### config.mk
export PLATFORM = sky130hd
export DESIGN_NAME = mem_bus_responder
export DESIGN_NICKNAME = d
export VERILOG_FILES = /design/src/rtl/mem_bus_pkg.sv /design/src/rtl/mem_bus_ram.sv /design/src/rtl/mem_bus_responder.sv
export SDC_FILE = /design/constraint.sdc
export NUM_CORES = 1
export LEC_CHECK = 0
export CAP_MARGIN = 20
export CORE_MARGIN = 5
export CORE_UTILIZATION = 50
export DETAILED_ROUTE_END_ITERATION = 8
export PLACE_DENSITY_LB_ADDON = 0.1
export SLEW_MARGIN = 20
export SYNTH_ARGS = -nofsm -noshare
export SYNTH_HDL_FRONTEND = slang
export SYNTH_SLANG_ARGS = --single-unit
### constraint.sdc
create_clock -name clk -period 3.5 [get_ports clk]
set_clock_uncertainty 0.15 [all_clocks]
set_input_delay 0.525 -clock clk [delete_from_list [all_inputs] [get_ports clk]]
set_output_delay 0.525 -clock clk [all_outputs]
set_load 0.005 [all_outputs]
### src/rtl/mem_bus_pkg.sv
// Shared types and constants for the memory-bus responder: FSM state codes,
// address-decode classes, the LED register address and default widths.
package mem_bus_pkg;

   localparam int DEF_DATA_W = 9;
   localparam int DEF_ADDR_W = 9;

   localparam logic [8:0] LED_ADDR = 9'h1FF;

   typedef logic [1:0] state_t;
   localparam state_t IDLE    = 2'd0;
   localparam state_t RD_WAIT = 2'd1;
   localparam state_t RD_RSP  = 2'd2;
   localparam state_t WR      = 2'd3;

   typedef enum logic [1:0] {
      SEL_RAM  = 2'd0,
      SEL_LED  = 2'd1,
      SEL_NONE = 2'd2
   } sel_t;

endpackage

### src/rtl/mem_bus_ram.sv
// Single-port synchronous RAM with a registered read; contents are never reset.
module mem_bus_ram #(
   parameter int DATA_W    = 9,
   parameter int RAM_DEPTH = 128,
   parameter int RAM_AW    = 7
) (
   input  logic              clk,
   input  logic              we,
   input  logic [RAM_AW-1:0] addr,
   input  logic [DATA_W-1:0] wdata,
   output logic [DATA_W-1:0] q
);

   logic [DATA_W-1:0] mem [RAM_DEPTH];

   // read-before-write port: q always reflects the word addressed last cycle
   always_ff @(posedge clk) begin
      if (we) begin
         mem[addr] <= wdata;
      end
      q <= mem[addr];
   end

endmodule

### src/rtl/mem_bus_responder.sv
// Memory-side responder for the 9-bit processor port: RAM, fixed read latency,
// sticky error flags. Optional LED register at 9'h1FF enabled by macro LED_REG_EN.
module mem_bus_responder
   import mem_bus_pkg::*;
#(
   parameter int DATA_W       = DEF_DATA_W,
   parameter int ADDR_W       = DEF_ADDR_W,
   parameter int RAM_DEPTH    = 128,
   parameter int READ_LATENCY = 2
) (
   input  logic              clk,
   input  logic              resetn,
   input  logic              req_valid,
   input  logic              req_we,
   input  logic [ADDR_W-1:0] req_addr,
   input  logic [DATA_W-1:0] req_wdata,
   output logic              req_ready,
   output logic              rsp_valid,
   output logic [DATA_W-1:0] rsp_rdata,
   output logic              wr_done,
   output logic              addr_err,
   output logic              req_drop,
   output logic [DATA_W-1:0] led_o
);

   localparam int         RAM_AW   = (RAM_DEPTH > 1) ? $clog2(RAM_DEPTH) : 1;
   localparam logic [2:0] LAT_LOAD = 3'(READ_LATENCY - 1);

`ifdef LED_REG_EN
   localparam logic LED_MAPPED = 1'b1;
`else
   localparam logic LED_MAPPED = 1'b0;
`endif

   state_t            state;
   state_t            state_nx;
   logic [2:0]        lat_cnt;
   logic [RAM_AW-1:0] ram_idx;
   logic [DATA_W-1:0] wdata_q;
   logic [DATA_W-1:0] rdata_hold;
   logic [DATA_W-1:0] rd_word;
   logic [DATA_W-1:0] ram_q;
   logic [RAM_AW-1:0] ram_addr;
   logic              ram_we;
   logic              accept;
   sel_t              sel_in;
   sel_t              sel_q;

   assign accept = req_valid & req_ready;

   // classify the incoming address
   always_comb begin
      if (int'(req_addr) < RAM_DEPTH) begin
         sel_in = SEL_RAM;
      end else if (LED_MAPPED && (req_addr == ADDR_W'(LED_ADDR))) begin
         sel_in = SEL_LED;
      end else begin
         sel_in = SEL_NONE;
      end
   end

   // next-state logic; latency 1 skips RD_WAIT entirely
   always_comb begin
      state_nx = state;
      case (state)
         IDLE: begin
            if (accept) begin
               if (req_we) begin
                  state_nx = WR;
               end else if (READ_LATENCY == 1) begin
                  state_nx = RD_RSP;
               end else begin
                  state_nx = RD_WAIT;
               end
            end else begin
               state_nx = IDLE;
            end
         end
         RD_WAIT: begin
            if (lat_cnt == 3'd1) begin
               state_nx = RD_RSP;
            end else begin
               state_nx = RD_WAIT;
            end
         end
         RD_RSP:  state_nx = IDLE;
         WR:      state_nx = IDLE;
         default: state_nx = IDLE;
      endcase
   end

   // FSM, request capture, handshake pulses and sticky flags
   always_ff @(posedge clk) begin
      if (!resetn) begin
         state      <= IDLE;
         req_ready  <= 1'b0;
         rsp_valid  <= 1'b0;
         wr_done    <= 1'b0;
         addr_err   <= 1'b0;
         req_drop   <= 1'b0;
         lat_cnt    <= 3'd0;
         ram_idx    <= '0;
         wdata_q    <= '0;
         sel_q      <= SEL_NONE;
         rdata_hold <= '0;
      end else begin
         state     <= state_nx;
         req_ready <= (state_nx == IDLE);
         rsp_valid <= (state_nx == RD_RSP);
         wr_done   <= (state == WR);
         if (accept) begin
            ram_idx <= req_addr[RAM_AW-1:0];
            wdata_q <= req_wdata;
            sel_q   <= sel_in;
            lat_cnt <= LAT_LOAD;
            if (sel_in == SEL_NONE) begin
               addr_err <= 1'b1;
            end
         end else if (state == RD_WAIT) begin
            lat_cnt <= lat_cnt - 3'd1;
         end
         if (req_valid && !req_ready) begin
            req_drop <= 1'b1;
         end
         if (rsp_valid) begin
            rdata_hold <= rd_word;
         end
      end
   end

   // RAM is read every cycle; the last cycle before RD_RSP addresses the target
   // word so its registered output is valid throughout RD_RSP
   always_comb begin
      if (state == IDLE) begin
         ram_addr = req_addr[RAM_AW-1:0];
      end else begin
         ram_addr = ram_idx;
      end
   end

   // reset during WR must block the commit
   assign ram_we = (state == WR) && (sel_q == SEL_RAM) && resetn;

   mem_bus_ram #(
      .DATA_W    (DATA_W),
      .RAM_DEPTH (RAM_DEPTH),
      .RAM_AW    (RAM_AW)
   ) u_ram (
      .clk   (clk),
      .we    (ram_we),
      .addr  (ram_addr),
      .wdata (wdata_q),
      .q     (ram_q)
   );

   // source of the read word; unmapped reads return zero
   always_comb begin
      case (sel_q)
         SEL_RAM: rd_word = ram_q;
         SEL_LED: rd_word = led_o;
         default: rd_word = '0;
      endcase
   end

   assign rsp_rdata = rsp_valid ? rd_word : rdata_hold;

`ifdef LED_REG_EN
   // LED register loads at the end of WR
   always_ff @(posedge clk) begin
      if (!resetn) begin
         led_o <= '0;
      end else if ((state == WR) && (sel_q == SEL_LED)) begin
         led_o <= wdata_q;
      end
   end
`else
   assign led_o = '0;
`endif

endmodule

# == Word-level counts from Yosys, hierarchy flattened ==
# Memory sizes are Yosys's and may differ from the RTL's. A register that Yosys moved wholly into a read port is not among the register bits.
# Index checks and enable logic that the tools add are counted.
# W data, S select, Z words.
# totals
wordCells,46
mem_count,1
latch_bits,0
ram_bits,1152
output_inout_bits,23
in_bits,22
mem_bits_ro,0
register_bits,37
# op_classes
bitwise,2
order_cmp,1
muxes,12
n_mul,0
reduce_logical,11
add_sub_neg,1
n_div,0
eq_ne,6
shifts,0
# mem_list
name,depth,width,read_ports,rd_ports_with_merged_regs,wr,line,text
u_ram.mem,128,9,1,1,1,mem_bus_ram.sv:14,logic [DATA_W-1:0] mem [RAM_DEPTH];
# op_table
op,count
$mux W9,2
$lt A9 B8 Y1 const B,1
$eq A2 B2 Y1 const B,4
$mux W2,4
$mux W7,1
$logic_not A2 Y1,3
$pmux W2 S3,1
$mux W1,4
$reduce_or A2 Y1,2
$eq A3 B1 Y1 const B,1
$logic_and A1 B1 Y1,3
$sub A3 B1 Y3 const B,1
$eq A2 B1 Y1 const B,1
$reduce_and A2 Y1,1
$reduce_bool A2 Y1,1
$and A1 B1 Y1,1
$logic_not A1 Y1,1
$not A1 Y1,1

# == Depth between registers and ports, before layout ==
# Gate-level depths: netlist of run 1.
# logic_depth
word_depth,5
ltp_mapped,12
depth_no_buf,7

# == By module ==
# From an unflattened synthesis of run 1, not the netlist that was laid out.
# hier_totals
hier_cells,2899
area_unflattened_um2,46806.1
# modules_own_cells
mod,cells_each,area_each_um2,instances,seq_area_each_um2
mem_bus_ram,2718,45229.6,1,34773.4
mem_bus_responder,181,1576.5,1,720.7

# == Worst setup path after synthesis of run 1 ==
# Ideal clock, no wire load.
# synth_path
path_type,input to register
from,in req_addr[2]
to,"mem u_ram.mem[35][0], enable pin"
path_buffers,5
t_arrival_ns,2.535
path_slack_ns,0.441
cell_stages,9
required_ns,2.976
setup_time_ns,0.374
path_cell_list,buf_2 > or3_1 > buf_4 > o22ai_4 > buf_4 > buf_4 > nand2_1 > clkbuf_1 > nor2_1
# synth_between
elab_chain_cells,1
# synth_lines
element,line,text
start: declaration,mem_bus_responder.sv:15,"input logic [ADDR_W-1:0] req_addr,"
$mux W7,mem_bus_responder.sv:134,if (state == IDLE) begin
end: declaration,mem_bus_ram.sv:14,
# Every way passes these cells.

# == Final worst setup path of run 1 ==
# layout_path
from,reg ram_idx[1]
to,reg u_ram.q[2] (read register of u_ram.mem)
# layout_between
elab_chain_cells,1
# layout_lines
element,line,text
start: declaration,mem_bus_responder.sv:38,logic [RAM_AW-1:0] ram_idx;
start signal: assignment,mem_bus_responder.sv:112,ram_idx <= req_addr[RAM_AW-1:0];
$mux W7,mem_bus_responder.sv:134,
end: declaration,mem_bus_ram.sv:11,output logic [DATA_W-1:0] q
# Every way passes these cells.
# A chain may end at the register's enable or synchronous reset.

==> flow_summary.json, run 1 <==
{
  "clockRootBuffer": "clkbuf_16",
  "power.internal_mw": 24.00,
  "p_leak_nw": 18.98,
  "crit_start": "ram_idx[1]",
  "worst-path-max-fanout": 26,
  "die_y_um": 313.8,
  "grt_pass1_wl_mm": 201.9,
  "dieWidth_um": 313.8,
  "yosys_most_used_dff": "edfxtp_1",
  "rows": 111,
  "seqPwrFrac_pct": 51.2,
  "gp_routability_congestion": 0.9003,
  "synth_warnings": 0,
  "wire_per_inst_um": 30.81,
  "synth_area_um2": 46140,
  "synth-seq-cells": 1197,
  "seq_area_frac_synth_pct": 76.93,
  "htreeDepth": 3,
  "cts_tree": "built",
  "crit_path_end": "u_ram.q[2]",
  "cp.required_ns": 3.94,
  "drcViolationCount": 0,
  "antenna_found_initial": 4,
  "drtIter0Drc": 4101,
  "drt_first_pass_iters": 7,
  "grt_usage_pct": 27.88,
  "fmax_mhz": 289.1,
  "wl_mm": 140.0,
  "dp.cells": 4324,
  "critPathMostFrequentCell": "buf_4",
  "finalMaxSlewViolations": 0,
  "clock_path_buffers": 3,
  "switchingPower_mw": 6.972,
  "total_power_mw": 30.97,
  "synthCells": 2821,
  "peakVddDrop_mv": 0.4718,
  "first_global_vias": 28890,
  "synth-edff-count": 1152,
  "path_class": "reg -> reg",
  "nets": 3286,
  "crit_arrival_ns": 3.89,
  "power_density_nw_per_um2": 561.0,
  "endpoint_kind": "flop",
  "combPwrFrac_pct": 7.5,
  "clkPwrFrac_pct": 41.2,
  "cts.sinks": 1197,
  "viasPerCell": 6.491,
  "finalHoldViolCount": 0,
  "port_buffers": 35,
  "synth_cell_type_count": 72,
  "maxSlewHeadroom_pct": 37.13,
  "fin_tns_setup_ns": 0,
  "swShare_pct": 22.51,
  "fin_crit_sh_pct": 98.83,
  "grt_overflow": 0,
  "setup_viol_count_final": 0,
  "reg2reg_setup_slack_ns": 0.04,
  "cts_buffers": 117,
  "holdPathStages": 3,
  "vias": 29500,
  "core_area_um2": 91660,
  "rr_startpoint": "ram_idx[1]",
  "status": "completed",
  "syn_to_final_growth_pct": 19.66,
  "drive_above_1_share_pct": 20.82,
  "dp_hpwl_mm": 91.93,
  "ios": 45,
  "dpl_cell_area_um2": 51220,
  "syn_avg_cell_area_um2": 16.36,
  "crit_chain": "nand2b_1, o22ai_4, buf_4, buf_12, a2111oi_1, buf_4, a31oi_1, nor3_2, a22oi_1, buf_4, o311a_1",
  "grt_max_degree": 129,
  "initial_utilization_pct": 50.33,
  "insertion_delay_ns": 0.72,
  "r2r_cells": 11,
  "final_cells": 4545,
  "clk_pin_slew_worst_paths_ns": 0.06,
  "ys_async_sr_fraction_pct": 0,
  "tightest_slew_ns": 0.9395,
  "crit_slowest_cell": "dfxtp_1",
  "max_cap_viol_count": 0,
  "ant_nets": 0,
  "hold_class": "in -> reg",
  "startpoint_type": "flop",
  "fin_area_um2": 55210,
  "timing.hold.ws_ns": 0.2344,
  "fin_crit_ns": 3.459,
  "r2r_end": "u_ram.q[2]",
  "critPathMaxStageDelay_ns": 0.65,
  "die_area_um2": 98450
}
worst min-delay path by stage:
stage / from / end / slack, ns
6_report: req_wdata[4] / wdata_q[4] / 0.23
5_1_grt: req_wdata[0] / wdata_q[0] / 0.24
4_1_cts: req_wdata[4] / wdata_q[4] / 0.21
3_5_place_dp: req_drop / req_drop / 0.31
3_3_place_gp: addr_err / addr_err / 0.30
2_1_floorplan: addr_err / addr_err / 0.30
power groups by stage:
stage / Clock [mW] / Combinational (mW) / Sequential, mW
after CTS: 12.9 / 2.28 / 15.9
after global placement: 0 / 2.25 / 16.2
after global routing: 13.5 / 2.43 / 15.9
after detailed placement: 0 / 2.27 / 16.2
final: 12.8 / 2.34 / 15.9
after floorplan: 0 / 0.993 / 16.2
worst max-delay path: cells and delay by family (launching register included):
kind                   cells  cell delay [ns]
AOI/OAI and AO/OA          5             1.10
and+or+nand+nor            2             0.73
DFF                        1             0.65
buffers and inverters      4             0.69
state kept, by name (all words and copies together) (netlist names), 2 cells and up:
signal	cells
wdata_q	9
ram_idx	7
state	2
rdata_hold	9
u_ram.q	9
u_ram.mem	1152
lat_cnt	3
cell families after synthesis:
| group | Yosys count | synth area share [%] |
|---|---|---|
| compound gates | 823 | 14.06 |
| xor+xnor | 2 | 0.03797 |
| fa+ha+maj | 2 | 0.05423 |
| buf+inv | 230 | 2.725 |
| flops | 1197 | 76.93 |
| mux | 21 | 0.4583 |
| other cells | 1 | 0.008128 |
| simple gates | 545 | 5.730 |
placed cells by master, fill, tap and decap left out, types with 8 or more instances in the layout:
cell type           n
a41oi_1            54
and3_1             49
clkbuf_1           21
clkbuf_16         118
o22ai_1            17
o32ai_1             8
nand2_1           152
a221oi_1           81
a2111oi_0          25
bufinv_16          15
a32o_1             30
dfxtp_4             9
nand3b_1           10
buf_12             56
mux2i_1            20
nor2_1            150
and2_1             13
a21boi_0           18
nand3_1            70
dfxtp_1            36
nand4_1            12
nor3b_1            14
clkdlybuf4s50_1    35
a21oi_1            29
o22ai_4             8
a31oi_1            43
inv_1              22
o21ai_0            70
a22o_1             65
a222oi_1           37
clkinv_2           21
a41o_1              8
conb_1              9
and3b_1            12
a22oi_1           276
clkinv_1           21
buf_4             430
o21a_1              9
edfxtp_1         1152
nor4_1             18
Yosys cell counts, types with 7 or more instances:
| cell | number | area [um2] |
|---|---|---|
| edfxtp_1 | 1152 | 34590 |
| a22oi_1 | 276 | 2072 |
| nand2_1 | 152 | 570.6 |
| nor2_1 | 151 | 566.8 |
| a221oi_1 | 81 | 709.4 |
| o21ai_0 | 71 | 355.3 |
| nand3_1 | 70 | 350.3 |
| clkbuf_1 | 69 | 259.0 |
| a22o_1 | 65 | 569.3 |
| buf_2 | 60 | 300.3 |
| a41oi_1 | 56 | 490.5 |
| buf_4 | 55 | 412.9 |
| and3_1 | 49 | 306.5 |
| dfxtp_1 | 45 | 900.9 |
| a31oi_1 | 43 | 269.0 |
| a222oi_1 | 37 | 370.4 |
| a21oi_1 | 31 | 155.2 |
| a32o_1 | 30 | 300.3 |
| a2111oi_0 | 28 | 245.2 |
| inv_1 | 22 | 82.58 |
| mux2i_1 | 20 | 200.2 |
| a21boi_0 | 18 | 135.1 |
| nor4_1 | 18 | 112.6 |
| o22ai_1 | 17 | 106.4 |
| buf_6 | 15 | 168.9 |
| nor3b_1 | 14 | 105.1 |
| and2_1 | 13 | 81.33 |
| and3b_1 | 12 | 105.1 |
| nand4_1 | 12 | 75.07 |
| nand3b_1 | 10 | 75.07 |
| buf_1 | 9 | 33.78 |
| o21a_1 | 9 | 67.56 |
| a41o_1 | 8 | 80.08 |
| nor3_1 | 8 | 40.04 |
| o32ai_1 | 8 | 70.07 |
| nand2b_1 | 7 | 43.79 |
| nor2b_1 | 7 | 43.79 |
| o22ai_4 | 7 | 140.1 |
| o31ai_1 | 7 | 52.55 |
per-stage QoR:
step / setup slack (ns) / util, %
after floorplan: 0.4406 / -
after global placement: -0.7780 / 55.88
after detailed placement: -0.7546 / 55.88
after CTS: 0.02271 / 60.14
after global routing: -0.001454 / 60.23
final: 0.04079 / 60.23
repair_timing:
| action | in CTS | in global routing |
|---|---|---|
| setup endpoints to repair | 1 | 4 |
| pin swaps | 0 | 1 |
| buffers inserted | 0 | 4 |
| resized for setup | 1 | 5 |
| hold buffers | 0 | 0 |
cell type report:
cell class | instances | area [um2]
antenna | 1 | 2.502
clock buffer | 145 | 3114
tap | 1186 | 1484
inverter | 22 | 82.58
clock inverter | 70 | 788.3
timing repair buffer | 522 | 4727
multi-input combinational | 1402 | 9482
fill | 6803 | 36460
sequential | 1197 | 35530
routing by layer:
metal	global-route usage, %	share of wire (%)	vias to the layer above
met5	0	0.021	-
met4	8.535	3.1	4
met3	5.182	10	269
met2	42.72	45	1686
met1	41.22	42	15000
li1	-	-	12540
No activity file was read; power rests on OpenSTA's default activity.
==> inputs of run 2 (changes only) <==
--- a/config.mk
+++ b/config.mk
@@ -6,7 +6,6 @@
 export NUM_CORES = 1
 export LEC_CHECK = 0
 export CAP_MARGIN = 20
-export CORE_MARGIN = 5
 export CORE_UTILIZATION = 50
 export DETAILED_ROUTE_END_ITERATION = 8
 export PLACE_DENSITY_LB_ADDON = 0.1
==> flow_summary.json, run 2 (synthesis gave the netlist of run 1 again) <==
{
  "crit_family": "buffers and inverters",
  "r2r_cells": 11,
  "drive_above_1_share_pct": 22.39,
  "peakVddDrop_mv": 0.4501,
  "die_y_um": 305.8,
  "drcViolationCount": 0,
  "cts.sinks": 1197,
  "critPathMostFrequentCell": "buf_12",
  "first_global_vias": 29070,
  "r2r_end": "u_ram.q[5]",
  "busiest_layer": "met2",
  "hold_start": "req_wdata[1]",
  "dp.cells": 4387,
  "ios": 45,
  "syn_to_final_growth_pct": 20.72,
  "critPathMaxStageDelay_ns": 0.64,
  "wl_mm": 144.5,
  "total_power_mw": 30.98,
  "hold_class": "in -> reg",
  "wire_per_inst_um": 31.27,
  "holdPathStages": 3,
  "clockRootBuffer": "clkbuf_16",
  "p_leak_nw": 19.29,
  "clock_path_buffers": 3,
  "gp_routability_congestion": 0.9238,
  "maxSlewHeadroom_pct": 30.62,
  "crit_chain": "clkdlybuf4s50_1, buf_4, or3_1, buf_12, o22ai_4, buf_12, buf_12, buf_12, a222oi_1, a41oi_2, nor4_4, nor4_2",
  "startpoint_type": "primary input",
  "rr_startpoint": "state[0]",
  "cts_buffers": 121,
  "met3_usage_pct": 6.586,
  "multi_input_comb_area_um2": 9599,
  "nFillCells": 6736,
  "grt_usage_pct": 30.68,
  "core_area_um2": 91520,
  "drt_first_pass_iters": 8,
  "path_class": "in -> reg",
  "endpoint_kind": "flop",
  "finalMaxSlewViolations": 0,
  "fin_tns_setup_ns": -0.04305,
  "drtIter0Drc": 4550,
  "regMostFlops": "u_ram.mem",
  "die_area_um2": 93500,
  "rows": 111,
  "tightest_slew_ns": 1.014,
  "grt_overflow": 0,
  "final_cell_mix": "edfxtp_1, buf_4, a22oi_1",
  "dp_hpwl_mm": 97.38,
  "reg2reg_setup_slack_ns": -0.03,
  "antenna_found_initial": 5,
  "layout_commonest_cell": "edfxtp_1",
  "fmax_mhz": 283.1,
  "status": "finished, violations left",
  "dieWidth_um": 305.8,
  "ant_nets": 0,
  "dpl_worst_slack_ns": -1.129,
  "max_cap_viol_count": 0,
  "violations": "negative setup slack",
  "cp.required_ns": 3.91,
  "fin_crit_sh_pct": 100.9,
  "antenna_cells": 0,
  "largest_register_ffs": 1152,
  "rsz0062_at_grt": "no",
  "finish.utilization_pct": 60.86,
  "worst-path-max-fanout": 28,
  "met1_usage_pct": 44.86,
  "fin_crit_ns": 3.533,
  "vias": 30130,
  "final_cells": 4621,
  "crit_slowest_cell": "clkdlybuf4s50_1",
  "cts_tree": "built",
  "hold_end": "wdata_q[1]",
  "nets": 3354,
  "finalHoldViolCount": 0,
  "htreeDepth": 3,
  "clk_pin_slew_worst_paths_ns": 0.06,
  "worst_slack_ns": -0.03277,
  "initial_utilization_pct": 50.41,
  "grt_pass1_wl_mm": 205.7,
  "critical_path_buf_inv_count": 6,
  "grt_max_degree": 73,
  "crit_arrival_ns": 3.95,
  "insertion_delay_ns": 0.71,
  "regArea_um2": 35530,
  "viasPerCell": 6.520,
  "setup_viol_count_final": 2,
  "power_density_nw_per_um2": 556.1,
  "use_met2_pct": 45.53,
  "port_buffers": 35
}
-- run 2: final cells by class --
class                           instances  share of cell area [%]
Timing Repair Buffer                  586                   9.203
Multi-Input combinational cell       1402                   17.23
Clock inverter                         65                   1.112
Inverter                               22                  0.1483
Clock buffer                          163                   5.847
Sequential cell                      1197                   63.79
Tap cell                             1186                   2.664
-- run 2: layer usage --
metal  part of all wire, %  routed length [um]
met5                 0.019                  27
met4                   3.5                4997
met3                    12               16650
met2                    44               63970
met1                    41               58860
-- run 2: worst max-delay path by stage --
stage / depth (start not counted) / from / slack [ns] / endpoint
final: 12 / req_addr[2] / -0.03 / u_ram.q[5]
after detailed placement: 12 / req_addr[2] / -1.13 / u_ram.q[5]
after global placement: 11 / req_addr[2] / -1.24 / u_ram.q[5]
after floorplan: 9 / req_addr[2] / 0.44 / u_ram.mem[35][0]
after global routing: 11 / state[0] / 0.005 / u_ram.q[5]
after CTS: 10 / state[0] / -0.05 / u_ram.q[5]
-- run 2: power breakdown --
part	total, mW	internal [mW]	leakage (nW)	switching, mW
registers	15.9	15.7	11.8	0.217
clock network	12.6	7.31	1.89	5.32
logic	2.41	0.898	5.59	1.51
total	31.0	23.9	19.3	7.05
-- run 2: worst min-delay path: stages --
cell and delay (ns):
clkdlybuf4s50_1 0.40, nand2_1 0.05, a21boi_0 0.06
-- run 2: timing repair --
action,in CTS,in global routing
endpoints found under the setup margin,9,9
pin swaps,2,3
gates resized for setup,16,13
hold buffers,0,0
buffers inserted,6,0
-- run 2: stage by stage --
stage                     hold slack, ns  cell area (um2)
final                             0.2309            55700
after global routing              0.2345            55700
after CTS                         0.1981            55640
after detailed placement          0.3139            51600
after global placement            0.2954            51590
after floorplan                   0.3018            46170
